`src/rtl/sinc3_multich_filter.sv`:
```
// Multi-channel sinc3 decimator for sigma-delta bitstreams, fully in the clk domain, with
// continuous / PWM-synchronised flush modes, data-ready IRQ pulse and per-channel overcurrent trip.
module sinc3_multich_filter #(
    parameter int NUM_CH = 4,
    parameter int ACC_W  = 37,
    parameter int OUT_W  = 16,
    parameter int IRQ_W  = 8
) (
    input  logic                    clk,
    input  logic                    reset,
    input  logic                    mclk,
    input  logic [NUM_CH-1:0]       mdata,
    input  logic [15:0]             dec_rate,
    input  logic [7:0]              S,
    input  logic                    sinc_mode,
    input  logic                    pwm_sync,
    input  logic [OUT_W-1:0]        trip_hi,
    input  logic [OUT_W-1:0]        trip_lo,
    input  logic [7:0]              trip_cnt_max,
    input  logic                    trip_clr,
    output logic [NUM_CH*OUT_W-1:0] data,
    output logic                    data_valid,
    output logic                    data_ready_irq,
    output logic [NUM_CH-1:0]       trip
);

    localparam int IW = $clog2(IRQ_W + 1);
    localparam logic [8:0] ACC_W_L = 9'(ACC_W);

    typedef enum logic [0:0] {
        RUN  = 1'b0,
        HOLD = 1'b1
    } state_t;

    state_t state_r, state_nxt_s;

    logic              mclk_s1_r, mclk_s2_r, mclk_d_r;
    logic [NUM_CH-1:0] mdata_s1_r, mdata_s2_r, x_r;
    logic              se_r;
    logic              mode_r, pwm_d_r;

    logic [ACC_W-1:0]  i1_r [NUM_CH];
    logic [ACC_W-1:0]  i2_r [NUM_CH];
    logic [ACC_W-1:0]  i3_r [NUM_CH];
    logic [ACC_W-1:0]  z1_r [NUM_CH];
    logic [ACC_W-1:0]  z2_r [NUM_CH];
    logic [ACC_W-1:0]  z3_r [NUM_CH];
    logic [ACC_W-1:0]  c1_s [NUM_CH];
    logic [ACC_W-1:0]  c2_s [NUM_CH];
    logic [ACC_W-1:0]  c3_s [NUM_CH];
    logic [OUT_W-1:0]  res_s [NUM_CH];
    logic [7:0]        trip_cnt_r [NUM_CH];
    logic [7:0]        tcnt_nxt_s [NUM_CH];

    logic [15:0]       cnt_r, rate_r, rate_in_s, cur_rate_s;
    logic              wrap_s;
    logic              cs_r;
    logic [1:0]        warm_r;

    logic              mode_chg_s, pwm_rise_s, flush_s;
    logic              int_en_s, comb_evt_s, valid_s;

    logic [NUM_CH*OUT_W-1:0] data_r;
    logic                    data_valid_r, irq_r;
    logic [IW-1:0]           irq_cnt_r;
    logic [NUM_CH-1:0]       trip_r, oow_s, trip_set_s, trip_nxt_s;
    logic [7:0]              trip_max_s;

    function automatic logic [OUT_W-1:0] shift_sat(input logic [ACC_W-1:0] v,
                                                   input logic [7:0] sh);
        logic [ACC_W-1:0] t;
        if ({1'b0, sh} >= ACC_W_L) begin
            t = {ACC_W{1'b0}};
        end else begin
            t = v >> sh;
        end
        if (|t[ACC_W-1:OUT_W]) begin
            return {OUT_W{1'b1}};
        end else begin
            return t[OUT_W-1:0];
        end
    endfunction

    // Two-stage synchroniser for mclk/mdata, rising-edge detect and sample-event generation
    always_ff @(posedge clk or posedge reset) begin
        if (reset) begin
            mclk_s1_r  <= 1'b0;
            mclk_s2_r  <= 1'b0;
            mclk_d_r   <= 1'b0;
            mdata_s1_r <= {NUM_CH{1'b0}};
            mdata_s2_r <= {NUM_CH{1'b0}};
            x_r        <= {NUM_CH{1'b0}};
            se_r       <= 1'b0;
            mode_r     <= 1'b0;
            pwm_d_r    <= 1'b0;
        end else begin
            mclk_s1_r  <= mclk;
            mclk_s2_r  <= mclk_s1_r;
            mclk_d_r   <= mclk_s2_r;
            mdata_s1_r <= mdata;
            mdata_s2_r <= mdata_s1_r;
            se_r       <= mclk_s2_r & ~mclk_d_r;
            if (mclk_s2_r && !mclk_d_r) begin
                x_r <= mdata_s2_r;
            end
            mode_r     <= sinc_mode;
            pwm_d_r    <= pwm_sync;
        end
    end

    // Flush detection, event qualification and RUN/HOLD next state
    always_comb begin
        rate_in_s   = (dec_rate < 16'd2) ? 16'd2 : dec_rate;
        cur_rate_s  = (cnt_r == 16'd0) ? rate_in_s : rate_r;
        wrap_s      = (cnt_r == (cur_rate_s - 16'd1));
        mode_chg_s  = (sinc_mode != mode_r);
        pwm_rise_s  = pwm_sync && !pwm_d_r;
        flush_s     = mode_chg_s || (sinc_mode && pwm_rise_s);
        int_en_s    = se_r && !flush_s && (state_r == RUN);
        comb_evt_s  = cs_r && !flush_s && (state_r == RUN);
        valid_s     = comb_evt_s && (warm_r == 2'd2);
        state_nxt_s = state_r;
        if (mode_chg_s) begin
            state_nxt_s = sinc_mode ? HOLD : RUN;
        end else if (flush_s) begin
            state_nxt_s = RUN;
        end else begin
            case (state_r)
                RUN:     state_nxt_s = (valid_s && sinc_mode) ? HOLD : RUN;
                HOLD:    state_nxt_s = HOLD;
                default: state_nxt_s = RUN;
            endcase
        end
    end

    // FSM state register
    always_ff @(posedge clk or posedge reset) begin
        if (reset) begin
            state_r <= RUN;
        end else begin
            state_r <= state_nxt_s;
        end
    end

    // Comb arithmetic, output scaling and trip-window evaluation per channel
    always_comb begin
        trip_max_s = (trip_cnt_max == 8'd0) ? 8'd1 : trip_cnt_max;
        oow_s      = {NUM_CH{1'b0}};
        trip_set_s = {NUM_CH{1'b0}};
        trip_nxt_s = {NUM_CH{1'b0}};
        for (int ch = 0; ch < NUM_CH; ch++) begin
            c1_s[ch]  = i3_r[ch] - z1_r[ch];
            c2_s[ch]  = c1_s[ch] - z2_r[ch];
            c3_s[ch]  = c2_s[ch] - z3_r[ch];
            res_s[ch] = shift_sat(c3_s[ch], S);
            oow_s[ch] = (res_s[ch] > trip_hi) || (res_s[ch] < trip_lo);
            if (!oow_s[ch]) begin
                tcnt_nxt_s[ch] = 8'd0;
            end else if (trip_cnt_r[ch] == 8'hFF) begin
                tcnt_nxt_s[ch] = 8'hFF;
            end else begin
                tcnt_nxt_s[ch] = trip_cnt_r[ch] + 8'd1;
            end
            trip_set_s[ch] = valid_s && oow_s[ch] && (tcnt_nxt_s[ch] >= trip_max_s);
            trip_nxt_s[ch] = trip_set_s[ch] || (trip_r[ch] && !trip_clr);
        end
    end

    // Integrators, decimation counter, comb delay lines and warm-up tracking
    always_ff @(posedge clk or posedge reset) begin
        if (reset) begin
            i1_r   <= '{default: {ACC_W{1'b0}}};
            i2_r   <= '{default: {ACC_W{1'b0}}};
            i3_r   <= '{default: {ACC_W{1'b0}}};
            z1_r   <= '{default: {ACC_W{1'b0}}};
            z2_r   <= '{default: {ACC_W{1'b0}}};
            z3_r   <= '{default: {ACC_W{1'b0}}};
            cnt_r  <= 16'd0;
            rate_r <= 16'd0;
            cs_r   <= 1'b0;
            warm_r <= 2'd0;
        end else if (flush_s) begin
            i1_r   <= '{default: {ACC_W{1'b0}}};
            i2_r   <= '{default: {ACC_W{1'b0}}};
            i3_r   <= '{default: {ACC_W{1'b0}}};
            z1_r   <= '{default: {ACC_W{1'b0}}};
            z2_r   <= '{default: {ACC_W{1'b0}}};
            z3_r   <= '{default: {ACC_W{1'b0}}};
            cnt_r  <= 16'd0;
            rate_r <= 16'd0;
            cs_r   <= 1'b0;
            warm_r <= 2'd0;
        end else begin
            cs_r <= 1'b0;
            if (int_en_s) begin
                for (int ch = 0; ch < NUM_CH; ch++) begin
                    i1_r[ch] <= i1_r[ch] + {{(ACC_W-1){1'b0}}, x_r[ch]};
                    i2_r[ch] <= i2_r[ch] + i1_r[ch];
                    i3_r[ch] <= i3_r[ch] + i2_r[ch];
                end
                // The ratio is captured at the start of each word so a change lands on a wrap
                if (cnt_r == 16'd0) begin
                    rate_r <= rate_in_s;
                end
                if (wrap_s) begin
                    cnt_r <= 16'd0;
                    cs_r  <= 1'b1;
                end else begin
                    cnt_r <= cnt_r + 16'd1;
                end
            end
            if (comb_evt_s) begin
                for (int ch = 0; ch < NUM_CH; ch++) begin
                    z1_r[ch] <= i3_r[ch];
                    z2_r[ch] <= c1_s[ch];
                    z3_r[ch] <= c2_s[ch];
                end
                if (warm_r != 2'd2) begin
                    warm_r <= warm_r + 2'd1;
                end
            end
        end
    end

    // Output word latch, data_valid strobe, IRQ pulse stretcher and sticky trip flags
    always_ff @(posedge clk or posedge reset) begin
        if (reset) begin
            data_r       <= {(NUM_CH*OUT_W){1'b0}};
            data_valid_r <= 1'b0;
            irq_r        <= 1'b0;
            irq_cnt_r    <= {IW{1'b0}};
            trip_r       <= {NUM_CH{1'b0}};
            trip_cnt_r   <= '{default: 8'd0};
        end else begin
            data_valid_r <= valid_s;
            trip_r       <= trip_nxt_s;
            if (valid_s) begin
                for (int ch = 0; ch < NUM_CH; ch++) begin
                    data_r[ch*OUT_W +: OUT_W] <= res_s[ch];
                    trip_cnt_r[ch]            <= tcnt_nxt_s[ch];
                end
                irq_r     <= 1'b1;
                irq_cnt_r <= IW'(IRQ_W - 1);
            end else if (irq_cnt_r != {IW{1'b0}}) begin
                irq_cnt_r <= irq_cnt_r - {{(IW-1){1'b0}}, 1'b1};
            end else begin
                irq_r <= 1'b0;
            end
        end
    end

    assign data           = data_r;
    assign data_valid     = data_valid_r;
    assign data_ready_irq = irq_r;
    assign trip           = trip_r;

endmodule
```
`config.mk`:
```
export PLATFORM = sky130hd
export DESIGN_NAME = sinc3_multich_filter
export DESIGN_NICKNAME = d
export VERILOG_FILES = /design/src/rtl/sinc3_multich_filter.sv
export SDC_FILE = /design/constraint.sdc
export NUM_CORES = 2
export LEC_CHECK = 0
export CAP_MARGIN = 15
export CORE_ASPECT_RATIO = 1.75
export CORE_UTILIZATION = 60
export DETAILED_ROUTE_END_ITERATION = 8
export PLACE_DENSITY_LB_ADDON = 0.08
export SYNTH_ARGS = -nofsm -noshare
export SYNTH_HDL_FRONTEND = slang
export SYNTH_SLANG_ARGS = --single-unit
```
`constraint.sdc`:
```
create_clock -name clk -period 42.6 [get_ports clk]
set_input_delay 8.52 -clock clk [delete_from_list [all_inputs] [get_ports clk]]
set_output_delay 8.52 -clock clk [all_outputs]
set_load 0.1 [all_outputs]
```
==> results.yml <==
detailed_routing:
  vias: 82900
  wl_um: 280000
  vias_per_cell: 6.37
  drc: 0
  first_pass_iters: 6
  drt.antenna.violating_nets: 0
  drt_iter0_drc: 5548
  wl_per_cell_um: 21.6
clocking:
  clkSlewWorstSetupHoldPaths_ns: 0.06
  clock_latency_ns: 0.77
  cts.sinks: 1048
  cts_tree: "yes"
  postCtsResizedCells: 0
  hold_buffers: 0
  htree_levels: 3
  postCtsSetupBuffers: 0
  ctsRootBufferMaster: "clkbuf_16"
  clk_path_buf_depth: 3
  numCtsBuffers: 104
pwr:
  powerDensity_nw_per_um2: 44.9
  combPwrFrac_pct: 53.1
  peakVddDrop_uv: 46.7
  power_mw: 4.32
  clockPowerShare_pct: 23.7
  pwr-share-seq_pct: 23.2
  switchingPower_mw: 1.91
  p_sw_share_pct: 44.3
  p_int_mw: 2.41
  leakage_nw: 43.7
global_route:
  grt_antenna_before_repair: 6
  grt-ovfl-total: 0
  grt_use_total_pct: 36.8
  grt_pass1_vias: 82100
  grt_max_degree: 182
  grt_pass1_wl_um: 444000
placed_design:
  gp_congestion: 1.00
  hpwl_um: 211000
  place_ws_ns: 24.37
  portBuffers: 143
  placed_area_um2: 92300
  post-place-cells: 12800
critical_path:
  crit_path_end_kind: "flip-flop"
  crit_type: "primary input to flip-flop"
  crit_arrival_ns: 18.27
  cpPeakStageDelay_ns: 0.79
  critPathMaxFanout: 61
  path_common_cell: "a21oi_1"
  critical_path_required_ns: 43.20
  cp-start-kind: "primary input"
  slowest_stage: "nor3_4"
yosys:
  synth_flop_cell: "dfrtp_1"
  synth_top_area_share_pct: 29.3
  yosysTopAreaCell: "dfrtp_1"
  synth_nets: 12100
  synth_async_sr_flop_share_pct: 100
  ys_seq_elements: 1048
  yosys_warnings: 0
  seq_area_frac_synth_pct: 29.3
  synthTopCellsByArea: "dfrtp_1 (29%), ha_1 (12%), nand2_1 (6.3%), a21oi_1 (5.6%), xnor2_1 (4.4%)"
  synth_edf_count: 0
  synth_cells: 11100
  synthDistinctLibCells: 102
  syn_avg_cell_area_um2: 8.08
  syn-cell-area_um2: 89500
floorplanning:
  initial_core_util_pct: 60.4
  die-area_um2: 151000
  die_w_um: 294
  coreArea_um2: 148000
  die_y_um: 513
  boundaryPins: 144
  rows: 187
cells_and_area:
  layout-drive-gt1-share_pct: 4.45
  area_growth_syn_to_layout_pct: 7.42
  regArea_um2: 26200
  multi_input_area_um2: 58700
  utilization_pct: 64.9
  stdcell_count: 13000
  fill_cells: 12600
  final_area_um2: 96100
  layout.nets: 11900
timing:
  fin_ws_ns: 24.93
  fin_worst_skew_ns: 0.0367
  fin_hold_ws_ns: 0.350
  rsz0062_at_grt: "no"
  final_hold_viol_count: 0
  setup_viol: 0
  max_freq_mhz: 56.6
  tns_ns: 0
  fin_crit_ns: 17.67
  period_share_pct: 41.5
  tightest_slew_ns: 1.28
  maxSlewHeadroom_pct: 14.6
  drv_slew: 0
run_status:
  outcome: "complete, no violations"
flow_run:
  maxCapViolations: 0
worst_hold_path:
  hp-class: "flip-flop to flip-flop"
## metal layers
metal  routed length (µm)  global-route usage [%]  vias to the layer above
li1                     -                       -                    39600
met1               104000                    39.7                    39900
met2               140000                    66.0                     2521
met3                13600                    4.56                      786
met4                22500                    26.3                        6
met5                   55                       0                        -
## power by group through the flow
| stage | combinational (mW) | sequential (mW) | clock, mW |
|---|---|---|---|
| detailed placement | 2.21 | 1.02 | 0 |
| floorplan | 1.61 | 1.02 | 0 |
| CTS | 2.23 | 1.00 | 1.04 |
| global placement | 2.20 | 1.02 | 0 |
| finish | 2.29 | 1.00 | 1.02 |
| global route | 2.47 | 1.00 | 1.08 |
## sequential cells by signal (all words and copies together) (netlist names), 2 cells and up
signal and cells:
data 64, z1_r 148, z3_r 148, trip_cnt_r 32, z2_r 148, mdata_s1_r 4, cnt_r 16, i2_r 148
trip 4, mdata_s2_r 4, warm_r 2, rate_r 16, i1_r 148, irq_cnt_r 4, i3_r 148, x_r 4
## critical path: cells and delay by family
kind | cells | cell delay (ns)
fa+ha+maj | 2 | 0.63
buf+inv | 4 | 1.73
compound gates | 18 | 3.96
simple gates | 18 | 3.34
## cell families after synthesis
logic type | count (synthesis) | share of synthesized area, %
simple gates | 3529 | 18.0
buf+inv | 1215 | 5.14
flops | 1048 | 29.3
compound gates | 3462 | 25.2
fa+ha+maj | 913 | 12.9
mux | 213 | 2.64
xor+xnor | 695 | 6.82
## final cells by class
| type | count | area share (%) |
|---|---|---|
| Clock buffer | 137 | 3.06 |
| Multi-Input combinational cell | 8812 | 61.1 |
| Clock inverter | 56 | 0.842 |
| Timing Repair Buffer | 241 | 2.28 |
| Antenna cell | 3 | 0.00781 |
| Sequential cell | 1048 | 27.3 |
| Tap cell | 1984 | 2.58 |
| Inverter | 722 | 2.83 |
## cells in the final DEF (no fill, tap or decap), types with 104 or more instances in the layout
cell	count
o21ai_0	577
xnor2_1	448
nor2_1	730
o31ai_1	464
nand2b_1	111
nand3_1	279
nand2_1	1491
nor3_1	210
a31oi_1	127
dfrtp_1	1048
a21o_1	324
a21oi_1	998
clkbuf_16	106
clkdlybuf4s50_1	137
inv_1	716
o21bai_1	110
nor2b_1	104
or3_1	118
nand4_1	109
ha_1	893
a211oi_1	168
and3_1	136
mux2i_1	119
xor2_1	246
## synthesized netlist by cell type (all sizes together) (36+ instances only)
cell    count
and3      136
o31ai     465
or3       118
ha        893
nor2      735
dfrtp    1048
and2       62
nand2    1492
a211oi    169
o211ai     75
inv       721
o21bai    110
xor2      246
clkbuf    416
nor2b     105
a21o      324
mux2i     120
a21oi     998
nand3     279
o22ai      41
a211o      48
nand2b    112
a31oi     127
nand4     109
nor3      212
a21boi     36
mux2       84
xnor2     448
o21a       93
or2        44
buf        77
o21ai     593
## path summary, 6_finish.rpt
check | start | end | slack [ns] | cells after the start
max in group asynchronous | reset | z2_r[86]$_DFFE_PP0P_ | 29.64 | 7
min in group asynchronous | reset | trip_cnt_r[14]$_DFFE_PP0P_ | 8.27 | 2
hold reg to reg | mclk_s1_r$_DFF_PP0_ | mclk_s2_r$_DFF_PP0_ | 0.35 | 0
setup / recovery | S[0] | trip[2]$_DFF_PP0_ | 24.93 | 42
setup reg to reg | i3_r[38]$_DFFE_PP0P_ | trip[2]$_DFF_PP0_ | 27.06 | 67
hold / removal | mclk_s1_r$_DFF_PP0_ | mclk_s2_r$_DFF_PP0_ | 0.35 | 0
No activity file was read; power rests on OpenSTA's default activity.
